### src/rtl/ctrl_bubble_pipe_reg.sv
// ID/EX control-word pipeline register with bubble insertion, stall hold,
// flush clear, a ready/busy handshake and a saturating bubble counter.
module ctrl_bubble_pipe_reg #(
  parameter int unsigned WIDTH = 23,
  parameter int unsigned LEN_W = 2,
  parameter int unsigned CNT_W = 8
) (
  input  logic             clk,
  input  logic             reset_n,
  input  logic [WIDTH-1:0] in_ctrl,
  input  logic             in_valid,
  input  logic             nop_req,
  input  logic [LEN_W-1:0] nop_len,
  input  logic             stall,
  input  logic             flush,
  output logic [WIDTH-1:0] out_ctrl,
  output logic             out_valid,
  output logic             in_ready,
  output logic             busy,
  output logic [CNT_W-1:0] bubble_count
);

  typedef enum logic {
    IDLE   = 1'b0,
    BUBBLE = 1'b1
  } state_t;

  state_t           state_q,  state_d;
  logic [LEN_W-1:0] remain_q, remain_d;
  logic [WIDTH-1:0] ctrl_q,   ctrl_d;
  logic             valid_q,  valid_d;
  logic [CNT_W-1:0] cnt_q,    cnt_d;

  logic [LEN_W-1:0] eff_len;
  logic [CNT_W-1:0] cnt_inc;

  // A zero length request still produces one bubble.
  assign eff_len = (nop_len == '0) ? LEN_W'(1) : nop_len;

  // Counter sticks at all-ones instead of wrapping.
  assign cnt_inc = (cnt_q == '1) ? cnt_q : cnt_q + CNT_W'(1);

  // Next-state selection in priority order: flush, stall, bubble, load.
  always_comb begin
    state_d  = state_q;
    remain_d = remain_q;
    ctrl_d   = ctrl_q;
    valid_d  = valid_q;
    cnt_d    = cnt_q;
    if (flush) begin
      state_d  = IDLE;
      remain_d = '0;
      ctrl_d   = '0;
      valid_d  = 1'b0;
    end else if (stall) begin
      // hold everything
    end else if (state_q == BUBBLE) begin
      ctrl_d  = '0;
      valid_d = 1'b0;
      cnt_d   = cnt_inc;
      if (remain_q == LEN_W'(1)) begin
        state_d  = IDLE;
        remain_d = '0;
      end else begin
        remain_d = remain_q - LEN_W'(1);
      end
    end else if (nop_req) begin
      ctrl_d  = '0;
      valid_d = 1'b0;
      cnt_d   = cnt_inc;
      if (eff_len > LEN_W'(1)) begin
        state_d  = BUBBLE;
        remain_d = eff_len - LEN_W'(1);
      end
    end else begin
      ctrl_d  = in_ctrl;
      valid_d = in_valid;
    end
  end

  // State and output registers with synchronous active-low reset.
  always_ff @(posedge clk) begin
    if (!reset_n) begin
      state_q  <= IDLE;
      remain_q <= '0;
      ctrl_q   <= '0;
      valid_q  <= 1'b0;
      cnt_q    <= '0;
    end else begin
      state_q  <= state_d;
      remain_q <= remain_d;
      ctrl_q   <= ctrl_d;
      valid_q  <= valid_d;
      cnt_q    <= cnt_d;
    end
  end

  assign in_ready     = reset_n & ~flush & ~stall & (state_q == IDLE) & ~nop_req;
  assign busy         = (state_q == BUBBLE);
  assign out_ctrl     = ctrl_q;
  assign out_valid    = valid_q;
  assign bubble_count = cnt_q;

endmodule

### config.mk
export PLATFORM = sky130hd
export DESIGN_NAME = ctrl_bubble_pipe_reg
export DESIGN_NICKNAME = d
export VERILOG_FILES = /design/src/rtl/ctrl_bubble_pipe_reg.sv
export SDC_FILE = /design/constraint.sdc
export NUM_CORES = 1
export LEC_CHECK = 0
export ABC_AREA = 1
export BUFFER_PORTS_ARGS = -buffer_cell sky130_fd_sc_hd__buf_2
export CORE_ASPECT_RATIO = 0.6
export CORE_MARGIN = 5
export CORE_UTILIZATION = 51
export CTS_CLUSTER_SIZE = 20
export DETAILED_ROUTE_END_ITERATION = 6
export PLACE_DENSITY = 0.83
export RECOVER_POWER = 100
export SETUP_SLACK_MARGIN = 0.1
export SYNTH_ARGS = -nofsm -noshare
export SYNTH_HDL_FRONTEND = slang
export SYNTH_SLANG_ARGS = --single-unit
export TNS_END_PERCENT = 20
### constraint.sdc
create_clock -name clk -period 2.2 [get_ports clk]
set_input_delay 0.11 -clock clk [delete_from_list [all_inputs] [get_ports clk]]
set_output_delay 0.11 -clock clk [all_outputs]
set_load 0.01 [all_outputs]
==> After elaboration in Yosys (flattened, before gate mapping) <==
Index checks and enable logic that the tools add are counted.
{ "word_totals": {"regBits": 35, "latch_bits": 0, "ramBits": 0, "mem_bits_ro": 0, "inputBits": 31, "output_inout_bits": 34, "word_cells": 42, "memories": 0} }
{ "classes": {"n_addsub": 3, "mul": 0, "div_mod_pow": 0, "n_lt_le_gt_ge": 1, "eq_ne": 2, "shifts": 0, "mux": 16, "bitwise_logic": 9, "reduce_logical": 6} }
{ "ops": {"columns": ["cell", "count"], "rows": [
  ["23-bit two-way mux", 2],
  ["8-bit two-way mux", 3],
  ["2-bit two-way mux", 5],
  ["8-bit by 1-bit adder with 8-bit output (second input constant)", 1],
  ["8-bit == test (second input constant)", 1],
  ["1-bit two-way mux", 6],
  ["3-bit AND reduction", 2],
  ["1-bit inverter", 5],
  ["1-bit AND", 4],
  ["2-bit nonzero test", 2],
  ["2-bit by 1-bit subtractor with 2-bit output (second input constant)", 2],
  ["2-bit by 1-bit == test with 1-bit output (second input constant)", 1],
  ["2-bit by 1-bit > comparator with 1-bit output (second input constant)", 1],
  ["2-bit zero test", 1],
  ["2-bit OR reduction", 1]
]} }

==> Longest topological paths before layout <==
{ "depth": {"word_depth": 6, "mapped_depth": 9, "depth_no_buf": 8} }

==> Worst setup path before layout <==
No wires, ideal clock.
{ "synth_timing": {"kind": "register to register", "from": "register cnt_q[1] (netlist: bubble_count[1])", "to": "register cnt_q[4] (netlist: bubble_count[4])", "t_arrival_ns": 1.104, "t_required_ns": 2.087, "setup_slack_ns": 0.983, "stages_incl_launch_ff": 9, "n_path_buf": 0, "path_cell_list": "dfxtp_1 > ha_1 > inv_1 > nor2_2 > nand2_1 > nand3_1 > nand2_1 > nand2_1 > nor2_1"} }
{ "synth_via": {"elab_chain_len": 4, "elab_cells_between_ends": 5, "cone_classes": "add/sub (1); eq/ne (1); mux (3)"} }
{ "synth_lines": {"columns": ["item", "line", "rtl"], "rows": [
  ["start: declaration", "32", "logic [CNT_W-1:0] cnt_q, cnt_d;"],
  ["start signal: assignment", "94", "cnt_q <= cnt_d;"],
  ["8-bit by 1-bit adder with 8-bit output / 8-bit == test (equally long branches)", "41", "assign cnt_inc = (cnt_q == '1) ? cnt_q : cnt_q + CNT_W'(1);"],
  ["8-bit two-way mux (*)", "41", null],
  ["8-bit two-way mux", "67", "end else if (nop_req) begin"],
  ["8-bit two-way mux (*)", "57", "end else if (state_q == BUBBLE) begin"]
]} }
Mark *: on every way between the ends. The rest lies on a longest branch, timed or not. The select of a mux whose other input is x is not followed.
A chain may end at the register's enable or synchronous reset.

==> Final worst setup path <==
{ "layout_timing": {"from": "register state_q (netlist: busy)", "to": "output port in_ready"} }
{ "layout_via": {"elab_chain_len": 3} }
{ "layout_lines": {"columns": ["item", "line", "rtl"], "rows": [
  ["start: declaration", "28", "state_t state_q, state_d;"],
  ["start signal: assignment", "90", "state_q <= state_d;"],
  ["1-bit inverter", "98", "assign in_ready = reset_n & ~flush & ~stall & (state_q == IDLE) & ~nop_req;"],
  ["1-bit AND (2 in a row)", "98", null],
  ["end: declaration", "18", "output logic in_ready,"]
]} }
No other way between the ends.

==> impl_metrics.tcl <==
set metrics [dict create \
    outcome "finished clean" \
    clk_pin_slew_ns 0.08 \
    grt_overflow 0 \
    synth_top_family_by_area "simple AND/OR/NAND/NOR gates" \
    start_kind "flip-flop" \
    hold_buffers 0 \
    p_leak_nw 0.751 \
    synth_simple_gate_area_frac 0.311 \
    grt_max_degree 28 \
    worstPathMaxFanout 25 \
    powerDensity_nw_per_um2 630 \
    clkSinkCount 35 \
    path_cells "nor2_1 -> nand3_4 -> inv_6 -> clkbuf_1" \
    critPathArrivalTime_ns 1.46 \
    netlist.area_leader.share 0.422 \
    cts_resized 0 \
    yosysWarnings 0 \
    drc 0 \
    skew_ns 0.00670 \
    ant_nets 0 \
    max_freq_mhz 636 \
    worstSkewPairLatency_ns 0.29 \
    htreeDepth 2 \
    synthToLayoutAreaGrowth_pct 17.3 \
    yosys_register_bits 35 \
    hold_viol 0 \
    synth.most_common_cell "nand2_1" \
    fillers 305 \
    r2r_start "bubble_count[1]" \
    max_slew.worst_pin.slew_ns 0.715 \
    syn-cell-area_um2 1660 \
    synthXorXnorAreaFrac 0 \
    postSynthAreaPerCell_um2 7.98 \
    synthFlopType "dfxtp_1" \
    grt_pass1_vias 1396 \
    initial_utilization 0.521 \
    slew_headroom 0.522 \
    critPathLaunch "busy" \
    portBuffers 64 \
    seqCellArea_um2 701 \
    routedWlPerCell_um 11.9 \
    cts_setup_buffers 0 \
    grtUsageTotal 0.177 \
    dieArea_um2 4530 \
    worstSetupPathType "reg -> out" \
    grt_pass1_wl_um 6200 \
    async_reset_ff_frac 0 \
    hold_start "in_ctrl[13]" \
    place.gp.congestion 0.790 \
    core_area_um2 3180 \
    die_h_um 54.2 \
    vias 1526 \
    fp-row-count 16 \
    critPathTopFamily "simple AND/OR/NAND/NOR gates" \
    synthTopCellsByCount "nand2_1, dfxtp_1, nand2_2, o21ai_2, nor2_1" \
    hold_slack_ns 0.0137 \
    period_needed_ns 1.57 \
    hpwlAfterDp_um 2820 \
    synth_edf_count 0 \
    holdCritPathClass "in -> reg" \
    setup_tns_ns 0 \
    fin_crit_sh 0.714 \
    drive_gt1_frac 0.246 \
    critPathCaptureType "primary output" \
    die_w_um 83.6 \
    ys_types 28 \
    ys_seq_area_frac 0.422 \
    synthAdderAreaFrac 0.0151 \
    max_cap_violations 0 \
    path_buf_inv 2 \
    io_pins 65 \
    drt_iter0_drc 90 \
    maxSlewViolCount 0 \
    synth_compound_area_frac 0.157 \
    dr.pass1.iters 4 \
    clockBufferDepth 2 \
    wl_um 3780 \
    cts_root_buf "clkbuf_8" \
    rsz0062_at_grt "no" \
    cpPeakStageDelay_ns 0.35 \
    vias_per_cell 4.81 \
    required_ns 2.09 \
    syn_inst 208 \
    fin_nets 304 \
    cts_tree "done" \
    cts_buffers 5 \
    synthesis.nets 241 \
    antenna_cells 0 \
    synth_area_leaders "dfxtp_1, nand2_1, o21ai_2" \
    yosys.area.top_type "dfxtp_1" \
    multiInputGateArea_um2 746 \
    antenna_found_initial 0 \
    slowest_stage "dfxtp_1" \
    final-setup-viol-count 0 \
    synth_mux_area_frac 0 \
    vdd_drop_max_mv 0.393 \
]
[flip-flops by register name (all words and copies together) (netlist names)]
| signal | cells |
|---|---|
| bubble_count | 8 |
| out_valid | 1 |
| out_ctrl | 23 |
| busy | 1 |
| remain_q | 2 |
[power breakdown]
group          total (mW)  internal (mW)  switching (mW)
Sequential          0.653          0.645         0.00796
Combinational       0.113         0.0406          0.0721
Clock               0.460          0.220           0.240
Total                1.23          0.906           0.320
[cells by family (layout without fill, tap and decap cells)]
logic type,count (synthesis),in the layout
AOI/OAI and AO/OA,37,37
buffers and inverters,25,89
and+or+nand+nor,109,109
adders and majority gates,2,2
DFF,35,35
[routing by layer]
layer,share of wire,GRT usage,wire length (um),vias to the layer above
li1,-,-,-,793
met4,0.0077,0.0588,29,0
met2,0.42,0.277,1600,53
met5,0,0,0,-
met3,0.082,0.0642,310,2
met1,0.49,0.230,1840,678
[area by class of cell]
class	instances	area share
tap	45	0.0289
clock inverter	3	0.0103
sequential	35	0.360
timing repair buffer	64	0.143
inverter	17	0.0392
clock buffer	5	0.0354
multi-input combinational	148	0.383
[final timing paths]
check / end / slack, ns / cells after the start
setup / recovery: in_ready / 0.63 / 4
hold / removal: out_ctrl[13] / 0.01 / 3
setup reg to reg: bubble_count[7] / 0.77 / 7
hold reg to reg: out_ctrl[18] / 0.47 / 2
[worst register-to-register path, stage by stage, from the launching register on]
cell and delay, ns:
dfxtp_1 0.35, ha_1 0.21, inv_1 0.07, nor2_1 0.07, a21oi_1 0.38, nand3_1 0.13, nand2_1 0.08, nor2_1 0.03
[placed cells by master, fill, tap and decap left out, types with 2 or more instances in the layout]
master | netlist | layout
clkbuf_8 | 0 | 5
clkinvlp_4 | 0 | 2
dfxtp_1 | 35 | 35
o21ai_2 | 19 | 19
buf_2 | 2 | 30
nand3_1 | 9 | 10
o21ai_0 | 6 | 7
nand2_1 | 52 | 69
a21oi_1 | 8 | 9
nor2_1 | 18 | 20
ha_1 | 2 | 2
clkbuf_1 | 1 | 34
o21ai_1 | 3 | 2
inv_1 | 13 | 13
nor3_1 | 2 | 2
nand2_2 | 20 | 3
[through the flow]
step | worst slack [ns] | power [mW] | utilization | cells | instance area, um^2
after floorplan | 0.983 | 0.744 | - | 208 | 1660
after global placement | 0.922 | 0.788 | 0.614 | 309 | 1960
after detailed placement | 0.893 | 0.790 | 0.614 | 309 | 1960
after CTS | 0.638 | 1.25 | 0.642 | 317 | 2040
after global routing | 0.534 | 1.28 | 0.611 | 317 | 1950
final | 0.629 | 1.23 | 0.611 | 317 | 1950
Power figures use the tool's default switching activity.
